===== src/rtl/expand_s_sampler.sv =====
// Rejection sampler for secret polynomials s1/s2: requests one SHAKE256 stream per
// polynomial and turns squeeze-block nibbles into coefficients in [-ETA, ETA] mod Q.
module expand_s_sampler #(
    parameter int ETA       = 2,
    parameter int K         = 4,
    parameter int L         = 4,
    parameter int RATE_BITS = 1088,
    parameter int Q         = 8380417
) (
    input  logic                 clk,
    input  logic                 reset,
    input  logic                 start,
    output logic                 nonce_valid,
    input  logic                 nonce_ready,
    output logic [15:0]          nonce,
    input  logic                 blk_valid,
    output logic                 blk_ready,
    input  logic [RATE_BITS-1:0] blk_data,
    output logic                 sqz_req,
    output logic                 coef_valid,
    input  logic                 coef_ready,
    output logic [22:0]          coef_data,
    output logic [7:0]           coef_poly,
    output logic [7:0]           coef_idx,
    output logic                 coef_last,
    output logic                 busy,
    output logic                 done
);

    localparam int COEF_W = 23;
    localparam int NIBS   = RATE_BITS / 4;
    localparam int PTR_W  = $clog2(NIBS);
    localparam int NPOLY  = K + L;
    localparam logic [COEF_W-1:0] Q_V       = COEF_W'(Q);
    localparam logic [PTR_W-1:0]  LAST_NIB  = PTR_W'(NIBS - 1);
    localparam logic [15:0]       LAST_POLY = 16'(NPOLY - 1);

    typedef enum logic [2:0] {IDLE, REQ, WAIT_BLK, SAMPLE, DONE} state_t;

    function automatic logic nib_ok(input logic [3:0] b);
        logic ok;
        if (ETA == 2) begin
            ok = (b != 4'hF);
        end else begin
            ok = (b < 4'd9);
        end
        return ok;
    endfunction

    // Negative values wrap to Q+v so every coefficient leaves as a residue in [0,Q).
    function automatic logic [COEF_W-1:0] nib_map(input logic [3:0] b);
        logic [3:0]        r;
        logic [COEF_W-1:0] res;
        r   = b;
        res = '0;
        if (ETA == 2) begin
            if (b >= 4'd10) begin
                r = b - 4'd10;
            end else if (b >= 4'd5) begin
                r = b - 4'd5;
            end else begin
                r = b;
            end
            if (r <= 4'd2) begin
                res = COEF_W'(4'd2 - r);
            end else begin
                res = Q_V - COEF_W'(r - 4'd2);
            end
        end else begin
            if (b <= 4'd4) begin
                res = COEF_W'(4'd4 - b);
            end else begin
                res = Q_V - COEF_W'(b - 4'd4);
            end
        end
        return res;
    endfunction

    state_t               state_r;
    logic [RATE_BITS-1:0] blk_r;
    logic [PTR_W-1:0]     nib_ptr_r;
    logic [8:0]           gen_cnt_r;

    logic [3:0] nib_s;
    logic       hold_s;
    logic       examine_s;
    logic       accept_s;
    logic       coef_hs_s;
    logic       gen_full_s;
    logic       final_acc_s;

    // The block is held in a shift register so the current nibble is always at [3:0].
    assign nib_s       = blk_r[3:0];
    assign hold_s      = coef_valid & ~coef_ready;
    assign coef_hs_s   = coef_valid & coef_ready;
    assign gen_full_s  = (gen_cnt_r == 9'd256);
    assign examine_s   = (state_r == SAMPLE) & ~gen_full_s & ~hold_s;
    assign accept_s    = examine_s & nib_ok(nib_s);
    assign final_acc_s = accept_s & (gen_cnt_r == 9'd255);

    // Control FSM: nonce request, block capture, nibble walk and polynomial sequencing.
    always_ff @(posedge clk or negedge reset) begin
        if (!reset) begin
            state_r     <= IDLE;
            blk_r       <= '0;
            nib_ptr_r   <= '0;
            gen_cnt_r   <= 9'd0;
            nonce       <= 16'd0;
            nonce_valid <= 1'b0;
            blk_ready   <= 1'b0;
            sqz_req     <= 1'b0;
            busy        <= 1'b0;
            done        <= 1'b0;
        end else begin
            sqz_req <= 1'b0;
            done    <= 1'b0;
            case (state_r)
                IDLE: begin
                    if (start) begin
                        nonce       <= 16'd0;
                        gen_cnt_r   <= 9'd0;
                        busy        <= 1'b1;
                        nonce_valid <= 1'b1;
                        state_r     <= REQ;
                    end
                end
                REQ: begin
                    if (nonce_ready) begin
                        nonce_valid <= 1'b0;
                        blk_ready   <= 1'b1;
                        state_r     <= WAIT_BLK;
                    end
                end
                WAIT_BLK: begin
                    if (blk_valid) begin
                        blk_r     <= blk_data;
                        nib_ptr_r <= '0;
                        blk_ready <= 1'b0;
                        state_r   <= SAMPLE;
                    end
                end
                SAMPLE: begin
                    if (examine_s) begin
                        blk_r     <= blk_r >> 4;
                        nib_ptr_r <= nib_ptr_r + PTR_W'(1);
                        if (accept_s) begin
                            gen_cnt_r <= gen_cnt_r + 9'd1;
                        end
                        // A block ending exactly on the 256th accept needs no further squeeze.
                        if ((nib_ptr_r == LAST_NIB) && !final_acc_s) begin
                            sqz_req   <= 1'b1;
                            blk_ready <= 1'b1;
                            state_r   <= WAIT_BLK;
                        end
                    end else if (gen_full_s && coef_hs_s) begin
                        gen_cnt_r <= 9'd0;
                        nonce     <= nonce + 16'd1;
                        if (nonce == LAST_POLY) begin
                            state_r <= DONE;
                        end else begin
                            nonce_valid <= 1'b1;
                            state_r     <= REQ;
                        end
                    end
                end
                DONE: begin
                    done    <= 1'b1;
                    busy    <= 1'b0;
                    state_r <= IDLE;
                end
                default: begin
                    nonce_valid <= 1'b0;
                    blk_ready   <= 1'b0;
                    busy        <= 1'b0;
                    state_r     <= IDLE;
                end
            endcase
        end
    end

    // Output coefficient register; a new accept may overwrite in the cycle it is handshaken.
    always_ff @(posedge clk or negedge reset) begin
        if (!reset) begin
            coef_valid <= 1'b0;
            coef_data  <= '0;
            coef_poly  <= 8'd0;
            coef_idx   <= 8'd0;
            coef_last  <= 1'b0;
        end else if (accept_s) begin
            coef_valid <= 1'b1;
            coef_data  <= nib_map(nib_s);
            coef_poly  <= nonce[7:0];
            coef_idx   <= gen_cnt_r[7:0];
            coef_last  <= (gen_cnt_r == 9'd255) && (nonce == LAST_POLY);
        end else if (coef_hs_s) begin
            coef_valid <= 1'b0;
            coef_last  <= 1'b0;
        end else begin
            coef_valid <= coef_valid;
        end
    end

endmodule


===== config.mk =====
export PLATFORM = sky130hd
export DESIGN_NAME = expand_s_sampler
export DESIGN_NICKNAME = d
export VERILOG_FILES = /design/src/rtl/expand_s_sampler.sv
export SDC_FILE = /design/constraint.sdc
export NUM_CORES = 2
export LEC_CHECK = 0
export ABC_CLOCK_PERIOD_IN_PS = 4100
export CORE_AREA = 3 3 443 445
export DETAILED_ROUTE_END_ITERATION = 8
export DIE_AREA = 0 0 446 448
export RECOVER_POWER = 50
export SLEW_MARGIN = 20
export SYNTH_ARGS = -nofsm -noshare
export SYNTH_HDL_FRONTEND = slang
export SYNTH_SLANG_ARGS = --single-unit

===== constraint.sdc =====
create_clock -name clk -period 4.1 [get_ports clk]
set_clock_uncertainty 0.1 [all_clocks]
set_input_delay 1.23 -clock clk [delete_from_list [all_inputs] [get_ports clk]]
set_output_delay 1.23 -clock clk [all_outputs]
set_load 0.05 [all_outputs]

==> results.cfg <==
[synth]
mappedNetlistArea_um2 = 52100
synth-edff-count = 0
synth_compound_area_frac = 0.145
synthSimpleGateAreaFrac = 0.253
syn_area_per_cell_um2 = 8.20
ys.warnings.count = 0
synth_xor_area_frac = 0.000673
async_reset_ff_frac = 1.00
ys_seq_area_frac = 0.555
synth_top_area_frac = 0.555
synth_area_leader_cell = dfrtp_1
synth.distinct_cells = 62
ys_ff_latch = 1155
synth.area.mux_share = 0.00118
syn_inst = 6347
synth_top_family_by_area = simple AND/OR/NAND/NOR gates
synth_fp_nets = 7456
synthTopCellsByArea = dfrtp_1, nand2_1, a31oi_1
synth_fa_ha_area_frac = 0.00361
yosysMostFrequentCell = nand2_1
synth_common_cells = nand2_1, dfrtp_1, nor2_1
synth_ff_type = dfrtp_1

[die]
die_h_um = 448
io_pins = 1156
core-area_um2 = 193000
start_util = 0.270
fp-row-count = 161
dieArea_um2 = 200000
die_w_um = 446

[cells_and_area]
drive_above_1_share = 0.0457
fin_nets = 8369
final_cell_count_no_fill = 9920
syn_to_final_growth_pct = 35.9
design_area_um2 = 70800

[routing]
avgViaCountPerCell = 4.90
postRouteAntennaNets = 0
drc_errors = 0
detail_route.wl_per_cell_um = 20.4
routed_wl_um = 202000
num_vias = 48600
drt_first_iter_violations = 4499
first_pass_iters = 6

[worst_setup_path]
endpoint = nonce[9]
critical_path_class = flop to output port
max_stage_delay_ns = 1.15
timing.critical_path.buf_inv = 1
crit_cells = 1
required_ns = 2.77
cp-start-kind = flop
r2r_start = gen_cnt_r[0]
worst_setup_path_end_kind = output port
startpoint = nonce[9]
r2r_setup_slack_ns = 0.59
path_max_fanout = 5
path_delay_family = buffers and inverters
rr_endpoint = blk_r[422]
crit_chain = clkdlybuf4s50_1
arrival_ns = 2.40
slowest_stage = clkdlybuf4s50_1
r2r_cells = 10

[sta]
maxSlewViolCount = 85
slew_headroom = -1.13
setup_viol = 0
min_period_over_period = 0.911
hold_viol = 0
min_period_ns = 3.73
max_freq_ghz = 0.268
fin_setup_tns_ns = 0
rsz0062_at_grt = false
tightestPinTransition_ns = 3.20

[clocking]
tritoncts = built
cts.root.buffer_cell = clkbuf_16
cts_buffer_depth = 3
clkTransAtPathRegs_ns = 0.06
cts_buffers = 135
post_cts_buffers = 0
hold_buffers = 0
cts_resized = 0
clkLatencyLatePin_ns = 0.80
clkSinkCount = 1155
htreeDepth = 4

[min_path]
min_path_type = flop to flop

[global_routing]
grt_first_pass_wirelength_um = 295000
grt_overflow_total = 0
grt_use_total = 0.195
grt_pass1_vias = 46600
grt_max_degree = 200
antenna_found_initial = 57

[flow_run]
cap_viol_max_count = 1

[place]
io_buffers = 1155
gp_congestion = 0.907
dp_cells = 9649
placed_cell_area_um2 = 66300
dp_hpwl_um = 151000

[pwr]
ir_drop_mv = 0.593
cellLeakagePower_nw = 29.9
fin_total_pwr_mw = 62.3
cellPowerDensity_nw_per_um2 = 880

[status]
violations = max-capacitance violations, max-slew violations
status = complete, but fails checks
## worst min-delay path by stage
stage                  from            to  slack, ns  cells after the start
2_1_floorplan   blk_r[1084]   blk_r[1084]       0.37                      1
4_1_cts               reset    blk_r[229]       0.30                      1
3_3_place_gp   coef_poly[4]  coef_poly[4]       0.36                      2
5_1_grt        coef_poly[0]  coef_poly[0]       0.41                      2
3_5_place_dp   coef_poly[6]  coef_poly[6]       0.37                      2
6_report       coef_poly[7]  coef_poly[7]       0.38                      2
## area by class of cell
cell class	count	area [um2]
Timing Repair Buffer	1295	13000
Sequential cell	1155	28900
Clock inverter	44	708
Tap cell	2526	3160
Clock buffer	186	3840
Inverter	18	67.6
Fill cell	19700	122000
Multi-Input combinational cell	4655	21000
Antenna cell	41	103
## flip-flops by register name, indices dropped and copies added (netlist names), 3 cells and up
| name | cells |
|---|---|
| blk_r | 1088 |
| nonce | 16 |
| gen_cnt_r | 9 |
| nib_ptr_r | 9 |
| coef_idx | 8 |
| coef_poly | 8 |
| coef_data | 7 |
| state_r | 3 |
## layout by cell type, fill, tap and decap left out, types with 4 or more instances in the layout
| cell | synthesis | layout |
|---|---|---|
| inv_16 | 0 | 4 |
| or4_1 | 7 | 7 |
| nand2b_1 | 8 | 8 |
| ha_1 | 15 | 15 |
| inv_6 | 0 | 5 |
| o21a_1 | 4 | 4 |
| nand3_1 | 23 | 23 |
| nand4_1 | 6 | 6 |
| dfrtp_1 | 1155 | 1155 |
| o21ai_0 | 31 | 31 |
| nand2_1 | 2239 | 2239 |
| clkbuf_16 | 0 | 135 |
| o31ai_1 | 12 | 12 |
| buf_12 | 0 | 42 |
| inv_1 | 18 | 18 |
| buf_4 | 16 | 63 |
| a21boi_0 | 4 | 4 |
| a21oi_1 | 20 | 20 |
| diode_2 | 0 | 41 |
| mux2i_1 | 5 | 5 |
| clkdlybuf4s50_1 | 0 | 1151 |
| and3_1 | 5 | 5 |
| clkbuf_8 | 0 | 27 |
| clkbuf_2 | 0 | 14 |
| o211ai_1 | 3 | 4 |
| clkbuf_1 | 384 | 44 |
| clkinv_2 | 0 | 14 |
| clkinv_16 | 0 | 6 |
| a22o_1 | 8 | 8 |
| nor3_1 | 6 | 6 |
| a31oi_1 | 1093 | 1093 |
| bufinv_16 | 0 | 9 |
| nor2_1 | 1107 | 1106 |
## report_power, final
group          internal (mW)  leakage (nW)  switching, mW
clock                   7.20          2.22           5.18
combinational           10.1          14.5           18.7
sequential              17.6          13.1           3.57
## worst reg2reg max path, stage by stage, from the launching register on
cell      delay (ns)
dfrtp_1         0.39
inv_1           0.09
ha_1            0.20
or4b_1          0.32
o211ai_1        0.15
a21oi_1         0.34
clkbuf_1        0.88
buf_12          0.33
buf_12          0.34
nor2_1          0.11
a31oi_1         0.18
## layer usage
metal | GRT usage | share of wire | vias to the layer above
li1 | - | - | 23100
met1 | 0.252 | 0.42 | 23700
met2 | 0.314 | 0.48 | 1525
met3 | 0.0393 | 0.062 | 342
met4 | 0.0892 | 0.040 | 22
met5 | 0 | 0.00074 | -
## logic make-up after synthesis
family / after synthesis
compound gates: 1195
mux: 6
xor+xnor: 4
fa+ha+maj: 15
buf+inv: 537
flops: 1155
simple gates: 3435
## stage by stage
stage | util | hold WS, ns | worst slack (ns)
floorplan | - | 0.373 | 1.21
global placement | 0.344 | 0.365 | 0.452
detailed placement | 0.344 | 0.370 | 0.444
CTS | 0.368 | 0.297 | 0.327
global route | 0.367 | 0.408 | 0.153
finish | 0.367 | 0.375 | 0.366
No activity file was read; power rests on OpenSTA's default activity.
